## config.mk

```make
export PLATFORM = sky130hd
export DESIGN_NAME = sa_jtag_dr_access
export DESIGN_NICKNAME = d
export VERILOG_FILES = /design/src/rtl/sa_jtag_pkg.sv /design/src/rtl/sa_jtag_dr_access.sv
export SDC_FILE = /design/constraint.sdc
export NUM_CORES = 1
export LEC_CHECK = 0
export BUFFER_PORTS_ARGS = -buffer_cell sky130_fd_sc_hd__buf_2
export CAP_MARGIN = 25
export CORE_MARGIN = 2
export CORE_UTILIZATION = 41
export DETAILED_ROUTE_END_ITERATION = 7
export HOLD_SLACK_MARGIN = 0.08
export PLACE_DENSITY = 0.73
export SLEW_MARGIN = 10
export SYNTH_ARGS = -nofsm -noshare
export SYNTH_HDL_FRONTEND = slang
export SYNTH_SLANG_ARGS = --single-unit
```

## constraint.sdc

```tcl
create_clock -name clk -period 7.6 [get_ports clk]
set_input_delay 2.28 -clock clk [delete_from_list [all_inputs] [get_ports clk]]
set_output_delay 2.28 -clock clk [all_outputs]
set_load 0.05 [all_outputs]
```

## src/rtl/sa_jtag_pkg.sv

```systemverilog
// Shared types and sizing for the fabric-side JTAG data-register access engine.
package sa_jtag_pkg;

    localparam int MAX_LEN = 64;
    localparam int LEN_W   = $clog2(MAX_LEN + 1);
    localparam int IDX_W   = $clog2(MAX_LEN);

    typedef enum logic [2:0] {
        DR_IDLE,
        DR_CAPTURE,
        DR_SHIFT,
        DR_UPDATE,
        DR_RESP
    } dr_state_e;

    function automatic logic [LEN_W-1:0] clamp_len(input logic [LEN_W-1:0] len);
        return (len > LEN_W'(MAX_LEN)) ? LEN_W'(MAX_LEN) : len;
    endfunction

endpackage

```

## src/rtl/sa_jtag_dr_access.sv

```systemverilog
// Runs one capture/shift/update sequence on a scan-shared data register per request,
// returning the bits shifted out. All outputs are registered from the next state.
module sa_jtag_dr_access
    import sa_jtag_pkg::*;
(
    input  logic               clk,
    input  logic               reset,
    input  logic               req_valid,
    output logic               req_ready,
    input  logic [LEN_W-1:0]   req_len,
    input  logic               req_capture,
    input  logic [MAX_LEN-1:0] req_wdata,
    output logic               rsp_valid,
    input  logic               rsp_ready,
    output logic [MAX_LEN-1:0] rsp_rdata,
    output logic               dr_sel,
    output logic               dr_shift,
    output logic               dr_clk_en,
    output logic               dr_scanin,
    input  logic               dr_scanout,
    output logic               dr_update
);

    // Handshakes: a request moves on req_valid && req_ready (ready only in IDLE);
    // a response moves on rsp_valid && rsp_ready, and rsp_rdata is held until then.
    dr_state_e          state_q, state_d;
    logic [LEN_W-1:0]   k_q, k_d;
    logic [LEN_W-1:0]   len_q;
    logic [MAX_LEN-1:0] wdata_q;
    logic               capture_q;
    logic               accept;
    logic               sel_d, shift_d, clk_en_d, scanin_d, update_d;

    assign accept = req_valid && req_ready;

    always_comb begin
        state_d = state_q;
        k_d     = k_q;
        case (state_q)
            DR_IDLE: begin
                if (accept) begin
                    state_d = DR_CAPTURE;
                    k_d     = '0;
                end
            end
            DR_CAPTURE: state_d = (len_q != '0) ? DR_SHIFT : DR_UPDATE;
            DR_SHIFT: begin
                if (k_q == len_q - LEN_W'(1)) state_d = DR_UPDATE;
                else                          k_d     = k_q + LEN_W'(1);
            end
            DR_UPDATE: state_d = DR_RESP;
            DR_RESP:   if (rsp_ready) state_d = DR_IDLE;
            default:   state_d = DR_IDLE;
        endcase
    end

    // Output values for the cycle after this edge; capture flag comes straight
    // from the request when the engine is entering CAPTURE.
    always_comb begin
        sel_d    = (state_d == DR_CAPTURE) || (state_d == DR_SHIFT) || (state_d == DR_UPDATE);
        shift_d  = (state_d == DR_SHIFT);
        update_d = (state_d == DR_UPDATE);
        clk_en_d = 1'b0;
        scanin_d = 1'b0;
        if (state_d == DR_CAPTURE) clk_en_d = accept ? req_capture : capture_q;
        if (state_d == DR_SHIFT) begin
            clk_en_d = 1'b1;
            scanin_d = wdata_q[k_d[IDX_W-1:0]];
        end
    end

    always_ff @(posedge clk) begin
        if (reset) begin
            state_q   <= DR_IDLE;
            k_q       <= '0;
            len_q     <= '0;
            wdata_q   <= '0;
            capture_q <= 1'b0;
            rsp_rdata <= '0;
            req_ready <= 1'b1;
            rsp_valid <= 1'b0;
            dr_sel    <= 1'b0;
            dr_shift  <= 1'b0;
            dr_clk_en <= 1'b0;
            dr_scanin <= 1'b0;
            dr_update <= 1'b0;
        end else begin
            state_q <= state_d;
            k_q     <= k_d;
            if (accept) begin
                len_q     <= clamp_len(req_len);
                wdata_q   <= req_wdata;
                capture_q <= req_capture;
                rsp_rdata <= '0;
            end
            // Scanout reflects Q[0] ahead of the edge that performs shift k.
            if (state_q == DR_SHIFT) rsp_rdata[k_q[IDX_W-1:0]] <= dr_scanout;
            req_ready <= (state_d == DR_IDLE);
            rsp_valid <= (state_d == DR_RESP);
            dr_sel    <= sel_d;
            dr_shift  <= shift_d;
            dr_clk_en <= clk_en_d;
            dr_scanin <= scanin_d;
            dr_update <= update_d;
        end
    end

endmodule

```

==> results of run 1 <==
routing by layer:
metal  vias up  track usage, %  share of wire, %
li1       3338               -                 -
met1      2992            27.8                44
met2       200            32.3                48
met3        21            4.92               6.1
met4         0            6.60               1.4
met5         -               0                 0
flip-flops by register name, indices dropped and copies added, names as in the netlist:
register	cells
dr_shift	1
rsp_rdata	64
state_q	3
dr_clk_en	1
dr_scanin	1
req_ready	1
wdata_q	64
rsp_valid	1
capture_q	1
len_q	7
dr_update	1
k_q	7
dr_sel	1
layout make-up:
| class | count | area (µm²) |
|---|---|---|
| clock buffer | 19 | 433 |
| clock inverter | 13 | 262 |
| fill | 1588 | 8140 |
| inverter | 6 | 22.5 |
| multi-input combinational | 673 | 3620 |
| sequential | 153 | 3060 |
| tap | 220 | 275 |
| timing repair buffer | 163 | 882 |
critical path: cells and delay by family:
kind                   cells  cell delay (ns)
muxes                      1             0.37
buffers and inverters      2             0.64
and+or+nand+nor            2             0.25
AOI/OAI and AO/OA          6             1.43
metrics by stage:
| step | worst slack [ns] | power, mW |
|---|---|---|
| 2_1_floorplan | 3.28 | 1.27 |
| 3_3_place_gp | 2.64 | 1.36 |
| 3_5_place_dp | 2.55 | 1.37 |
| 4_1_cts | 2.99 | 2.36 |
| 5_1_grt | 2.75 | 2.45 |
| 6_report | 3.00 | 2.35 |
path summary, 6_finish.rpt:
check             cells past startpoint         from          end  slack, ns
hold / removal                        2  wdata_q[44]  wdata_q[44]       0.46
hold reg to reg                       2  wdata_q[44]  wdata_q[44]       0.46
setup / recovery                     11    req_valid    dr_scanin       3.00
setup reg to reg                     12     len_q[0]    dr_scanin       3.53
cell usage in the layout, fill, tap and decap left out, types with 3 or more instances in the layout:
master / netlist / final
bufinv_16: 0 / 7
buf_6: 2 / 3
inv_6: 0 / 4
xnor2_1: 6 / 6
o22ai_1: 3 / 3
nand2_1: 221 / 220
o2111ai_1: 3 / 3
buf_2: 4 / 146
nor3b_1: 3 / 3
nand2b_1: 8 / 8
or3_1: 4 / 4
a31oi_1: 3 / 3
a21oi_1: 148 / 148
nor4_1: 4 / 3
ha_1: 3 / 3
nand3_1: 132 / 132
nor3_2: 0 / 4
o21ai_0: 5 / 5
nor2_1: 26 / 26
dfxtp_1: 153 / 153
nor2b_1: 4 / 4
nand3b_1: 8 / 8
inv_1: 6 / 6
nor3_1: 12 / 8
xor2_1: 3 / 3
mux2i_1: 34 / 34
clkbuf_16: 0 / 17
buf_4: 3 / 13
kinds of logic after synthesis:
logic type      Yosys count
buf+inv                  87
compound gates          190
fa+ha+maj                 3
mux                      36
simple gates            435
flops                   153
xor+xnor                  9
power groups by stage:
stage / clock (mW) / combinational, mW / sequential (mW)
after global routing: 1.05 / 0.483 / 0.920
after floorplan: 0 / 0.329 / 0.944
after global placement: 0 / 0.427 / 0.931
final: 0.998 / 0.438 / 0.913
after detailed placement: 0 / 0.437 / 0.930
after CTS: 1.01 / 0.438 / 0.913
==> metrics.cfg, run 1 <==
[clocking]
clk_path_buf_depth = 2
ctsHtreeMaxLevel = 4
number_of_clock_buffers_inserted_by_tritoncts = 17
postCtsHoldBufs = 0
cts_root_buf = clkbuf_16
cts_tree = yes
cts_resized = 0
post_cts_buffers = 0
clock_sinks = 153
clk_pin_slew_ns = 0.06
clk-insertion-delay-late_ns = 0.42

[pwr]
power.net_switching_mw = 0.684
power.density_cell_area_mw_per_mm2 = 275
cell_internal_power_mw = 1.66
combPwrFrac_pct = 18.7
pwr-share-clk_pct = 42.5
power.leakage_nw = 3.40
power.switching_fraction_pct = 29.1
fraction_of_power_consumed_by_sequential_logic_pct = 38.9
power.ir.vdd_worst_v = 0.000187

[sta]
timing.fmax_mhz = 217
min_period_over_period_pct = 60.5
clock_skew_ns = 0.00939
tightestPinTransition_ns = 0.970
finalHoldViolations = 0
final-max-slew-violation-count = 0
fin_tns_setup_ns = 0
final-setup-viol-count = 0
post-route-min-period_ns = 4.60
worst_hold_slack_ns = 0.456
rsz0062_at_grt = no
worst_slew_margin_rel_pct = 35.1

[logic_synthesis]
yosys-mux-area-fraction_pct = 5.15
post_synth_main_area_contributors = dfxtp_1, nand2_1, a21oi_1
synthDistinctLibCells = 60
synth_compound_gate_area_share_pct = 16.2
synth_sequential_area_ratio_pct = 43.5
synth_top_cells_by_count = nand2_1, dfxtp_1, a21oi_1
synth_cells = 913
synthSimpleGateAreaFrac_pct = 27.8
synthesis.nets = 993
synth_warnings = 0
synthAdderAreaFrac_pct = 0.533
synth_edf_count = 0
postSynth.asyncResetShare_pct = 0
dominantRegCellSynth = dfxtp_1
post-synth-top-area-fraction_pct = 43.5
post-synth-top-area-cell = dfxtp_1
synth_top_family_by_area = simple AND/OR/NAND/NOR gates
synth_xor_area_share_pct = 1.12
postSynthAreaPerCell_um2 = 7.72
ys_ff_latch = 153
synth.cell_area_mm2 = 0.00705
synth_most_common_cell = nand2_1

[final_layout]
instances_no_fill = 1247
final_nets = 1094
area_growth_syn_to_layout_pct = 21.5
utilization_pct = 51.2
num_antenna_cells = 0
final_layout_size_suffix_gt1_share_pct = 21.6
final_area_mm2 = 0.00856

[floorplan]
floorplan.rows = 47
chipWidth_um = 135
initial_core_util_pct = 42.2
num_io_pins = 148
vertical_extent_of_the_die_um = 135
floorplan.die_area_mm2 = 0.0182
core_area_mm2 = 0.0167

[grt]
globalRouteOverflowTotal = 0
grt_pass1_wl_um = 30200
grt_antenna_before_repair = 0
grt_use_total_pct = 20.5
grt_pass1_vias = 6027
largest_net_degree_at_the_start_of_global_routing = 79

[place]
place.detailed.instances = 1212
gp_congestion = 0.832
port-buffer-count = 147
dpl-instance-area_mm2 = 0.00784
dp.final_hpwl_um = 12300

[detailed_routing]
route.vias.total = 6551
postRouteWirelength_um = 18800
viasPerCell = 5.25
drt_pass1_iterations = 5
drt_first_iter_violations = 560
drt.antenna.violating_nets = 0
drt_drc_violations_left = 0
post_drt_wl_per_cell_um = 15.0

[hold_path]
hp-class = flip-flop to flip-flop

[setup_path]
arrival_ns = 4.97
cpPeakStageDelay_ns = 0.53
startpoint_type = input port
worst-endpoint-required_ns = 7.97
critical_path.endpoint_type = flip-flop
crit_path_top_delay_cell = buf_4
crit_top_cell = o21a_1
crit_fanout = 73
timing.setup.critical_path_class = input port to flip-flop
crit_path_cell_trace = buf_2 > and2_2 > buf_4 > o21a_1 > nand2_1 > a21oi_2 > o21a_1 > mux2_2 > a311o_2 > o31ai_1 > a32o_2

[run_status]
status = completed

[job]
max_cap_violations = 0

(Power assumes the default switching activity.)
==> run 2: changes to the inputs <==
- PLACE_DENSITY: 0.73 -> 0.75
- clock period: 7.6 -> 4.2 ns (I/O delays scaled with it)
==> run 2 against run 1 <==
  * Worst hold slack improved by 0.0038 ns
  * Final cell count rose by 0.56%
  * Clock skew fell by 0.0036 ns
  * First-iteration DRC count rose by 10%
  * Core utilization fell by 0.26 points
  * Register-to-register slack got worse by 3.2 ns
  * Final area fell by 0.51%
  * Sequential share of layout area rose by 0.18 points
  * Sequential power rose by 81%
  * Critical path depth rose by 2
  * Global-route usage barely moved
  * Worst setup slack got worse by 2.7 ns
  * Critical path type is now flip-flop to flip-flop
==> metrics.cfg, run 2 (synthesis gave the netlist of run 1 again) <==
[grt]
grt_use_total_pct = 20.5  ; about the same
grt_pass1_vias = 6018  ; was 6027
grt_antenna_before_repair = 0  ; unchanged
grt_pass1_wl_um = 29900  ; was 30200 µm
largest_net_degree_at_the_start_of_global_routing = 103  ; was 79
globalRouteOverflowTotal = 0  ; unchanged

[detailed_routing]
post_drt_wl_per_cell_um = 15.1  ; was 15.0 µm
drt_drc_violations_left = 0  ; unchanged
route.vias.total = 6668  ; was 6551
drt.antenna.violating_nets = 0  ; unchanged
drt_first_iter_violations = 616  ; was 560
viasPerCell = 5.32  ; was 5.25
postRouteWirelength_um = 18900  ; was 18800 µm
drt_pass1_iterations = 5  ; unchanged

[setup_path]
crit_fanout = 19  ; was 73
rrSetupSlack_ns = 0.35  ; was 3.53 ns
timing.setup.critical_path_class = flip-flop to flip-flop  ; was input port to flip-flop
arrival_ns = 4.17  ; was 4.97 ns
timing.critical_path.from = len_q[0]  ; was req_valid
r2r_start = len_q[0]  ; unchanged
cpPeakStageDelay_ns = 0.61  ; was 0.53 ns
critical_path.endpoint_type = flip-flop  ; unchanged
path_buf_inv = 2  ; unchanged
crit_path_cell_trace = inv_1 > ha_1 > or3b_1 > a211oi_1 > and4b_1 > nand2_2 > a22oi_4 > buf_4 > mux2i_1 > nor2_1 > o32ai_1 > a21oi_1 > a32o_2  ; was buf_2 > and2_2 > buf_4 > o21a_1 > nand2_1 > a21oi_2 > o21a_1 > mux2_2 > a311o_2 > o31ai_1 > a32o_2
rr_endpoint = dr_scanin  ; unchanged
startpoint_type = flip-flop  ; was input port
worst_path_dominant_cell_family = compound AO/OA/AOI/OAI gates  ; unchanged
crit_path_top_delay_cell = a22oi_4  ; was buf_4
worst_r2r_path_depth = 13  ; was 12
worst-endpoint-required_ns = 4.52  ; was 7.97 ns

[pwr]
combPwrFrac_pct = 20.3  ; was 18.7%
fraction_of_power_consumed_by_sequential_logic_pct = 41.6  ; was 38.9%
power.density_cell_area_mw_per_mm2 = 466  ; was 275 mW/mm²
pwr-share-clk_pct = 38.1  ; was 42.5%
power.leakage_nw = 3.38  ; was 3.40 nW
power.ir.vdd_worst_v = 0.000338  ; was 0.000187 V
power.net_switching_mw = 1.25  ; was 0.684 mW
power.switching_fraction_pct = 31.5  ; was 29.1%
cell_internal_power_mw = 2.72  ; was 1.66 mW

[final_layout]
final_nets = 1101  ; was 1094
instances_no_fill = 1254  ; was 1247
largest_registers = rsp_rdata (64), wdata_q (64)  ; unchanged
fill_cells = 1613  ; was 1588
utilization_pct = 51.0  ; was 51.2%
final_layout_size_suffix_gt1_share_pct = 22.1  ; was 21.6%
num_antenna_cells = 0  ; unchanged
area_growth_syn_to_layout_pct = 20.8  ; was 21.5%
layout.cells.most_common = nand2_1  ; unchanged
layout.cells.most_common_list = nand2_1, dfxtp_1, a21oi_1, buf_2, nand3_1  ; unchanged

[clocking]
cts_resized = 0  ; unchanged
clk_pin_slew_ns = 0.07  ; was 0.06 ns
number_of_clock_buffers_inserted_by_tritoncts = 17  ; unchanged
clock_sinks = 153  ; unchanged
ctsHtreeMaxLevel = 4  ; unchanged
clk_path_buf_depth = 2  ; unchanged
postCtsHoldBufs = 0  ; unchanged
clk-insertion-delay-late_ns = 0.42  ; about the same
cts_tree = yes  ; unchanged
post_cts_buffers = 0  ; unchanged
cts_root_buf = clkbuf_16  ; unchanged

[sta]
worst_hold_slack_ns = 0.460  ; was 0.456 ns
final-setup-viol-count = 0  ; unchanged
rsz0062_at_grt = no  ; unchanged
timing.fmax_mhz = 259
final-max-slew-violation-count = 0  ; unchanged
fin_tns_setup_ns = 0  ; unchanged
worst_slew_margin_rel_pct = 35.7  ; was 35.1%
post-route-min-period_ns = 3.85
clock_skew_ns = 0.00581  ; was 0.00939 ns
tightestPinTransition_ns = 0.961  ; was 0.970 ns
min_period_over_period_pct = 91.8
finalHoldViolations = 0  ; unchanged

[floorplan]
floorplan.rows = 47  ; unchanged
chipWidth_um = 135  ; unchanged
core_area_mm2 = 0.0167  ; unchanged
floorplan.die_area_mm2 = 0.0182  ; unchanged
vertical_extent_of_the_die_um = 135  ; unchanged
num_io_pins = 148  ; unchanged
initial_core_util_pct = 42.2  ; unchanged

[run_status]
status = completed  ; unchanged

[place]
gp_congestion = 0.832  ; unchanged
dp.final_hpwl_um = 12600  ; was 12300 µm
port-buffer-count = 147  ; unchanged
place.detailed.instances = 1218  ; was 1212

[hold_path]
worst_hold_startpoint = wdata_q[48]  ; was wdata_q[44]
hp-class = flip-flop to flip-flop  ; unchanged
min_delay_worst_endpoint = wdata_q[48]  ; was wdata_q[44]
worstHoldPathCells = 2  ; unchanged

[job]
max_cap_violations = 0  ; unchanged

## run 2: cell types whose count changed in the layout (fill, tap and decap cells not counted), sizes merged
| cell | before | now |
|---|---|---|
| buf | 163 | 170 |
| bufinv | 7 | 2 |
| clkinv | 1 | 2 |
| clkinvlp | 1 | 5 |
## run 2: area by class of cell
cell class                 count  area [µm²]  area share, %
clock buffer                  19         433           5.08
clock inverter                13         145           1.70
inverter                       6        22.5          0.265
multi-input combinational    673        3620           42.5
sequential                   153        3060           36.0
tap                          220         275           3.23
timing repair buffer         170         955           11.2
## run 2: stage by stage
step	total power, mW	area (µm²)	setup WS [ns]
CTS	3.99	8460	0.372
global route	4.15	8510	0.108
floorplan	2.30	7050	0.897
global placement	2.46	7830	0.475
finish	3.97	8510	0.345
detailed placement	2.48	7880	0.395
## run 2: worst max path at each step
stage           endpoint  slack [ns]  cells after the start
2_1_floorplan  dr_scanin        0.90                     11
3_3_place_gp   dr_scanin        0.47                     10
3_5_place_dp   dr_scanin        0.40                     10
4_1_cts        dr_scanin        0.37                     13
5_1_grt        dr_scanin        0.11                     13
6_report       dr_scanin        0.35                     13
## run 2: per-layer routing
layer | wire length (µm) | track usage (%) | vias up
met4 | 260 | 6.71 | 0
li1 | - | - | 3348
met2 | 8910 | 32.7 | 186
met5 | 0 | 0 | -
met3 | 1010 | 4.35 | 23
met1 | 8690 | 27.6 | 3111
## run 2: power by group through the flow
stage / clock network (mW) / registers, mW / logic [mW]
finish: 1.51 / 1.65 / 0.804
global route: 1.60 / 1.66 / 0.889
CTS: 1.53 / 1.65 / 0.804
detailed placement: 0 / 1.68 / 0.797
global placement: 0 / 1.68 / 0.781
floorplan: 0 / 1.71 / 0.595
## run 2: tightest hold or removal path: stages, from the launching register on
cell and delay (ns):
dfxtp_1 0.31, nand2_1 0.05, a21oi_1 0.05
